<file path="src/rtl/env_det_serial_tx_if.sv">
// Transmit handshake bundle for env_det_serial_tx: word, valid qualifier and ready.
interface env_det_serial_tx_if #(
    parameter int DATA_W = 9
);
    logic [DATA_W-1:0] tx_data;
    logic              tx_valid;
    logic              tx_ready;

    modport master (output tx_data, output tx_valid, input tx_ready);
    modport slave  (input tx_data, input tx_valid, output tx_ready);
endinterface

</file>
<file path="src/rtl/env_det_serial_tx.sv">
// Environment-detect gated serial transmitter: debounced detect powers the link up,
// then words are framed (start, LSB-first data, optional even parity, stop).
module env_det_serial_tx #(
    parameter int DATA_W       = 9,
    parameter int CLKS_PER_BIT = 139,
    parameter int DEBOUNCE_CYC = 16,
    parameter int PWR_ON_DLY   = 1024,
    parameter int PARITY_EN    = 0
) (
    input  logic                CLK,
    input  logic                RST,
    input  logic                det_in,
    env_det_serial_tx_if.slave  txif,
    output logic                tx,
    output logic                pwr_en,
    output logic                det,
    output logic                busy
);

    localparam int IDX_W  = $clog2(DATA_W);
    localparam int BAUD_W = $clog2(CLKS_PER_BIT);
    localparam int DB_W   = $clog2(DEBOUNCE_CYC + 1);
    localparam int DLY_W  = $clog2(PWR_ON_DLY + 1);

    localparam logic [IDX_W-1:0]  LAST_IDX  = IDX_W'(DATA_W - 1);
    localparam logic [BAUD_W-1:0] LAST_BAUD = BAUD_W'(CLKS_PER_BIT - 1);
    localparam logic [DB_W-1:0]   LAST_DB   = DB_W'(DEBOUNCE_CYC - 1);
    localparam logic [DLY_W-1:0]  LAST_DLY  = DLY_W'(PWR_ON_DLY - 1);

    if (DATA_W < 5 || DATA_W > 16) begin : g_bad_data_w
        $error("env_det_serial_tx: DATA_W must be 5..16");
    end
    if (CLKS_PER_BIT < 2) begin : g_bad_cpb
        $error("env_det_serial_tx: CLKS_PER_BIT must be >= 2");
    end
    if (DEBOUNCE_CYC < 1 || PWR_ON_DLY < 1) begin : g_bad_dly
        $error("env_det_serial_tx: DEBOUNCE_CYC and PWR_ON_DLY must be >= 1");
    end

    typedef enum logic [2:0] {
        OFF,
        PWR_WAIT,
        IDLE,
        START,
        DATA,
        PARITY,
        STOP
    } state_e;

    logic              sync1_q, sync2_q;
    logic              det_q, det_d;
    logic [DB_W-1:0]   db_cnt_q, db_cnt_d;

    state_e            state_q, state_d;
    logic [BAUD_W-1:0] baud_q, baud_d;
    logic [IDX_W-1:0]  idx_q, idx_d;
    logic [DLY_W-1:0]  dly_q, dly_d;
    logic [DATA_W-1:0] data_q, data_d;
    logic              tx_q, tx_d;
    logic              baud_done;
    logic              in_frame;

    // Synchroniser and debounce: det follows sync2 only after DEBOUNCE_CYC differing cycles.
    always_ff @(posedge CLK or posedge RST) begin
        if (RST) begin
            sync1_q  <= 1'b0;
            sync2_q  <= 1'b0;
            det_q    <= 1'b0;
            db_cnt_q <= '0;
        end else begin
            sync1_q  <= det_in;
            sync2_q  <= sync1_q;
            det_q    <= det_d;
            db_cnt_q <= db_cnt_d;
        end
    end

    always_comb begin
        det_d    = det_q;
        db_cnt_d = '0;
        if (sync2_q != det_q) begin
            if (db_cnt_q == LAST_DB) begin
                det_d = sync2_q;
            end else begin
                db_cnt_d = db_cnt_q + 1'b1;
            end
        end
    end

    always_ff @(posedge CLK or posedge RST) begin
        if (RST) begin
            state_q <= OFF;
            baud_q  <= '0;
            idx_q   <= '0;
            dly_q   <= '0;
            data_q  <= '0;
            tx_q    <= 1'b1;
        end else begin
            state_q <= state_d;
            baud_q  <= baud_d;
            idx_q   <= idx_d;
            dly_q   <= dly_d;
            data_q  <= data_d;
            tx_q    <= tx_d;
        end
    end

    assign baud_done = (baud_q == LAST_BAUD);
    assign in_frame  = (state_q == START) || (state_q == DATA) ||
                       (state_q == PARITY) || (state_q == STOP);

    always_comb begin
        state_d = state_q;
        baud_d  = baud_q;
        idx_d   = idx_q;
        dly_d   = dly_q;
        data_d  = data_q;

        // One shared bit timer for every frame state; it wraps as the state advances.
        if (in_frame) begin
            baud_d = baud_done ? '0 : baud_q + 1'b1;
        end

        case (state_q)
            OFF: begin
                dly_d = '0;
                if (det_q) begin
                    state_d = PWR_WAIT;
                end
            end
            PWR_WAIT: begin
                if (!det_q) begin
                    state_d = OFF;
                    dly_d   = '0;
                end else if (dly_q == LAST_DLY) begin
                    state_d = IDLE;
                    dly_d   = '0;
                end else begin
                    dly_d = dly_q + 1'b1;
                end
            end
            IDLE: begin
                // An offered word wins over a same-cycle detect loss: ready was already high.
                if (txif.tx_valid) begin
                    data_d  = txif.tx_data;
                    baud_d  = '0;
                    state_d = START;
                end else if (!det_q) begin
                    state_d = OFF;
                end
            end
            START: begin
                if (baud_done) begin
                    idx_d   = '0;
                    state_d = DATA;
                end
            end
            DATA: begin
                if (baud_done) begin
                    if (idx_q == LAST_IDX) begin
                        state_d = (PARITY_EN != 0) ? PARITY : STOP;
                    end else begin
                        idx_d = idx_q + 1'b1;
                    end
                end
            end
            PARITY: begin
                if (baud_done) begin
                    state_d = STOP;
                end
            end
            STOP: begin
                if (baud_done) begin
                    state_d = det_q ? IDLE : OFF;
                end
            end
            default: begin
                state_d = OFF;
            end
        endcase
    end

    // Line level is computed from the next state so tx changes on the same edge as the state.
    always_comb begin
        tx_d = 1'b1;
        case (state_d)
            START:   tx_d = 1'b0;
            DATA:    tx_d = data_d[idx_d];
            PARITY:  tx_d = ^data_d;
            default: tx_d = 1'b1;
        endcase
    end

    assign tx            = tx_q;
    assign det           = det_q;
    assign pwr_en        = (state_q != OFF);
    assign busy          = in_frame;
    assign txif.tx_ready = (state_q == IDLE);

endmodule

</file>
<file path="src/flat_wrapper.sv">
// flat-port wrapper written by rule: the top's interface ports become plain ports
module env_det_serial_tx_flat 
#(
    parameter int DATA_W       = 9,
    parameter int CLKS_PER_BIT = 139,
    parameter int DEBOUNCE_CYC = 16,
    parameter int PWR_ON_DLY   = 1024,
    parameter int PARITY_EN    = 0
)
  (CLK, RST, det_in, tx, pwr_en, det, busy, txif_tx_data, txif_tx_valid, txif_tx_ready);
  env_det_serial_tx_if #(.DATA_W(DATA_W)) txif_i ();
  input  logic CLK;
  input  logic RST;
  input  logic det_in;
  output logic tx;
  output logic pwr_en;
  output logic det;
  output logic busy;
  input wire logic [$bits(txif_i.tx_data)-1:0] txif_tx_data;
  input wire logic [$bits(txif_i.tx_valid)-1:0] txif_tx_valid;
  output wire logic [$bits(txif_i.tx_ready)-1:0] txif_tx_ready;
  assign txif_i.tx_data = txif_tx_data;
  assign txif_i.tx_valid = txif_tx_valid;
  assign txif_tx_ready = txif_i.tx_ready;
  env_det_serial_tx #(.DATA_W(DATA_W), .CLKS_PER_BIT(CLKS_PER_BIT), .DEBOUNCE_CYC(DEBOUNCE_CYC), .PWR_ON_DLY(PWR_ON_DLY), .PARITY_EN(PARITY_EN)) u_core (.CLK(CLK), .RST(RST), .det_in(det_in), .txif(txif_i), .tx(tx), .pwr_en(pwr_en), .det(det), .busy(busy));
endmodule
</file>
<file path="config.mk">
export PLATFORM = sky130hd
export DESIGN_NAME = env_det_serial_tx_flat
export DESIGN_NICKNAME = d
export VERILOG_FILES = /design/src/rtl/env_det_serial_tx_if.sv /design/src/rtl/env_det_serial_tx.sv /design/src/flat_wrapper.sv
export SDC_FILE = /design/constraint.sdc
export NUM_CORES = 1
export LEC_CHECK = 0
export CORE_ASPECT_RATIO = 0.5
export CORE_MARGIN = 1.5
export CORE_UTILIZATION = 53
export CTS_CLUSTER_SIZE = 10
export DETAILED_ROUTE_END_ITERATION = 10
export HOLD_SLACK_MARGIN = 0.06
export PLACE_DENSITY = 0.76
export SLEW_MARGIN = 30
export SYNTH_ARGS = -nofsm -noshare
export SYNTH_HDL_FRONTEND = slang
export SYNTH_SLANG_ARGS = --single-unit
export TNS_END_PERCENT = 100
</file>
<file path="constraint.sdc">
create_clock -name CLK -period 2.1 [get_ports CLK]
set_clock_uncertainty 0.2 [all_clocks]
set_input_delay 0.315 -clock CLK [delete_from_list [all_inputs] [get_ports CLK]]
set_output_delay 0.315 -clock CLK [all_outputs]
set_load 0.005 [all_outputs]
</file>
==> flow_summary.toml <==
[layout]
nFillCells = 177
antenna_cells = 0
fin_area_sq_um = 3930
drive_gt1_frac = 0.447
finalNetCount = 376
syn_to_final_growth_pct = 53.3
final_core_util = 0.867
layout.cells.non_filler = 424

[timing]
min_period_ps = 2590
setup_violations = 9
slew_violations = 0
worst_pin_slew_ps = 581
slew_headroom = 0.612
rsz0062_at_grt = "true"
finalCritPeriodShare = 1.23
fmax_mhz = 386
finalWorstSetupSlack_ps = -488
finalHoldViolCount = 0

[synth]
synth_mux_area_frac = 0.0527
synth_area_leaders = "dfrtp_1 42%, mux2_2 4.0%, xnor2_1 3.8%"
ys_seq_elements = 44
syn_area_per_cell_sq_um = 10.1
synth-edff-count = 0
synth_top_family_by_area = "simple AND/OR/NAND/NOR gates"
netlist-cell-type-count = 63
yosysTopAreaCell = "dfrtp_1"
syn_inst = 253
synthesis.nets = 272
synth_adder_area_share = 0.0293
netlist_area_sq_um = 2560
synthSimpleGateAreaFrac = 0.234
yosysSeqAreaShare = 0.430
async_flop_share = 1.00
synthDominantCellAreaShare = 0.420
synth-compound-area-share = 0.136
synthFlopType = "dfrtp_1"
yosys_warnings = 0
synth-xor-area-share = 0.0869

[floorplan]
die_x_um = 101
io_pins = 18
dieArea_sq_um = 5290
num_rows = 17
die_h_um = 52.2
core_area_sq_um = 4530
initial_utilization = 0.566

[global_routing]
overflow = 0
grt_pass1_wl_mm = 11.3
grt_antenna_before_repair = 0
track_usage = 0.281
grt_pass1_vias = 2411
grt_max_degree = 45

[worst_setup_path]
required_ps = 2110
timing.critical_path.mode_cell = "buf_4"
end_kind = "flip-flop"
critPathSlowestCell = "dfrtp_1"
cp.arrival_ps = 2600
critPathKind = "reg -> reg"
cp_max_fo = 5
startpoint_type = "flip-flop"
crit_chain = "buf_4 -> nor4b_4 -> buf_4 -> a31oi_1 -> a221oi_2 -> buf_4 -> buf_4 -> nand2_2 -> nor3_2 -> nor4_2 -> a211oi_2"
r2r_slack_ps = -490
slowest_delay_ps = 420

[detailed_routing]
ant_nets = 0
wl_mm = 9.07
via_per_inst = 6.21
drt_iter0_markers = 173
vias = 2635
avgRoutedWirePerCell_um = 21.4
dr.pass1.iters = 6
drc = 0

[clock_network]
clock_latency_ps = 310
clock_path_buffers = 2
root_buffer = "clkbuf_8"
numCtsBuffers = 5
cts_tree = "yes"
ctsHoldBuffers = 0
cts_max_level = 2
clk_pin_slew_ps = 90
clock_sinks = 44

[place]
portBuffers = 17
placed_cell_area_sq_um = 3260
place.gp.congestion = 0.887
dp_slack_ps = -472
placed_cells = 390
dp_hpwl_mm = 4.19

[outcome]
status = "finished, violations left"
violations = "negative setup slack"

[run]
cap_violations = 0

[power_and_ir_drop]
max-vdd-ir-drop_v = 0.000539
power.leakage_nw = 1.73
power.density_nw_per_um2 = 469

[worst_hold_path]
hp-class = "reg -> reg"
-- cells in the mapped netlist (all sizes together) (2+ instances only) --
library cell and instances:
and3b 2, nor4b 2, nor2 22, o21a 2, nand3 10, inv 10
a21oi 11, or2 3, nand4 5, dfrtp 43, xor2 10, o211ai 2
nand3b 3, a22o 3, or3 2, a22oi 2, buf 4, nor4 4
nand2 25, a211oi 2, xnor2 12, o31ai 3, mux2 9, nor3 9
nor2b 2, o21ai 18, and2 3, mux2i 3, ha 6, and3 4
a221oi 2
-- cell usage in the layout (no fill, tap or decap), types with 3 or more instances in the layout --
cell type,count
a21oi_1,7
nor2_4,3
and3_1,3
mux2_2,8
clkbuf_8,5
a22o_1,3
buf_12,4
nor2_1,18
inv_1,9
bufinv_16,3
ha_1,6
xor2_1,10
o21ai_0,10
buf_4,71
clkdlybuf4s50_1,14
dfrtp_1,42
buf_6,10
a21oi_2,3
xnor2_1,11
nand2_1,22
o21ai_1,6
nand3b_1,3
nor3_2,6
nand4_1,4
nor4_4,3
nand3_1,7
-- worst paths after layout --
kind / start / to / cells past startpoint
min in group asynchronous: RST / u_core.db_cnt_q[0] / 3
setup reg to reg: u_core.baud_q[5] / u_core.tx / 11
setup / recovery: u_core.baud_q[5] / u_core.tx / 11
hold reg to reg: u_core.sync1_q / u_core.sync2_q / 0
max in group asynchronous: RST / u_core.tx / 3
hold / removal: u_core.sync1_q / u_core.sync2_q / 0
-- critical path: cells and delay by family, from the launching register on --
family | cells | cell delay, ps
simple gates | 4 | 670
compound gates | 3 | 540
flops | 1 | 420
buf+inv | 4 | 670
-- flip-flops by register name, indices dropped and copies added, names as in the netlist --
name             flops
u_core.baud_q        8
u_core.sync2_q       1
u_core.data_q        9
u_core.sync1_q       1
u_core.tx            1
u_core.idx_q         4
u_core.db_cnt_q      5
u_core.dly_q        11
u_core.state_q       3
u_core.det           1
-- power breakdown --
part           total (mW)  internal, mW  switching (mW)
Combinational      0.0705        0.0351          0.0354
Sequential          0.858         0.853         0.00524
Clock               0.916         0.595           0.321
-- cell type report --
| class | count | area [sq um] | area share |
|---|---|---|---|
| Timing Repair Buffer | 102 | 892 | 0.227 |
| Clock buffer | 5 | 68.8 | 0.0175 |
| Clock inverter | 3 | 90.1 | 0.0229 |
| Sequential cell | 44 | 1100 | 0.281 |
| Multi-Input combinational cell | 194 | 1660 | 0.421 |
| Tap cell | 66 | 82.6 | 0.0210 |
| Inverter | 10 | 37.5 | 0.00955 |
-- cell families (layout without fill, tap and decap cells) --
logic type | count (synthesis) | count (layout)
xor+xnor | 23 | 23
buf+inv | 15 | 120
mux | 12 | 12
simple gates | 102 | 102
compound gates | 51 | 51
flops | 44 | 44
fa+ha+maj | 6 | 6
-- per-stage QoR --
step                      TNS (ps)  hold slack, ps  power [mW]
after global routing         -1360             207        1.89
after detailed placement      -478             149       0.943
final                         -727             194        1.84
after global placement        -420             134       0.941
after floorplan              -97.6             131       0.903
after CTS                     -320             170        1.83
-- repair_timing --
action / 4_1_cts / 5_1_grt
gates resized for setup: 16 / 54
setup endpoints to repair: 9 / 12
cloned: 0 / 0
pin swaps: 12 / 26
buffers inserted: 11 / 16
-- layer usage --
metal  vias to the layer above  wire [um]  track usage
met5                         -          0            0
met4                         0        536        0.137
met3                        67        659       0.0587
met2                       185       4340        0.503
met1                      1266       3540        0.328
li1                       1117          -            -
(Power assumes the default switching activity.)
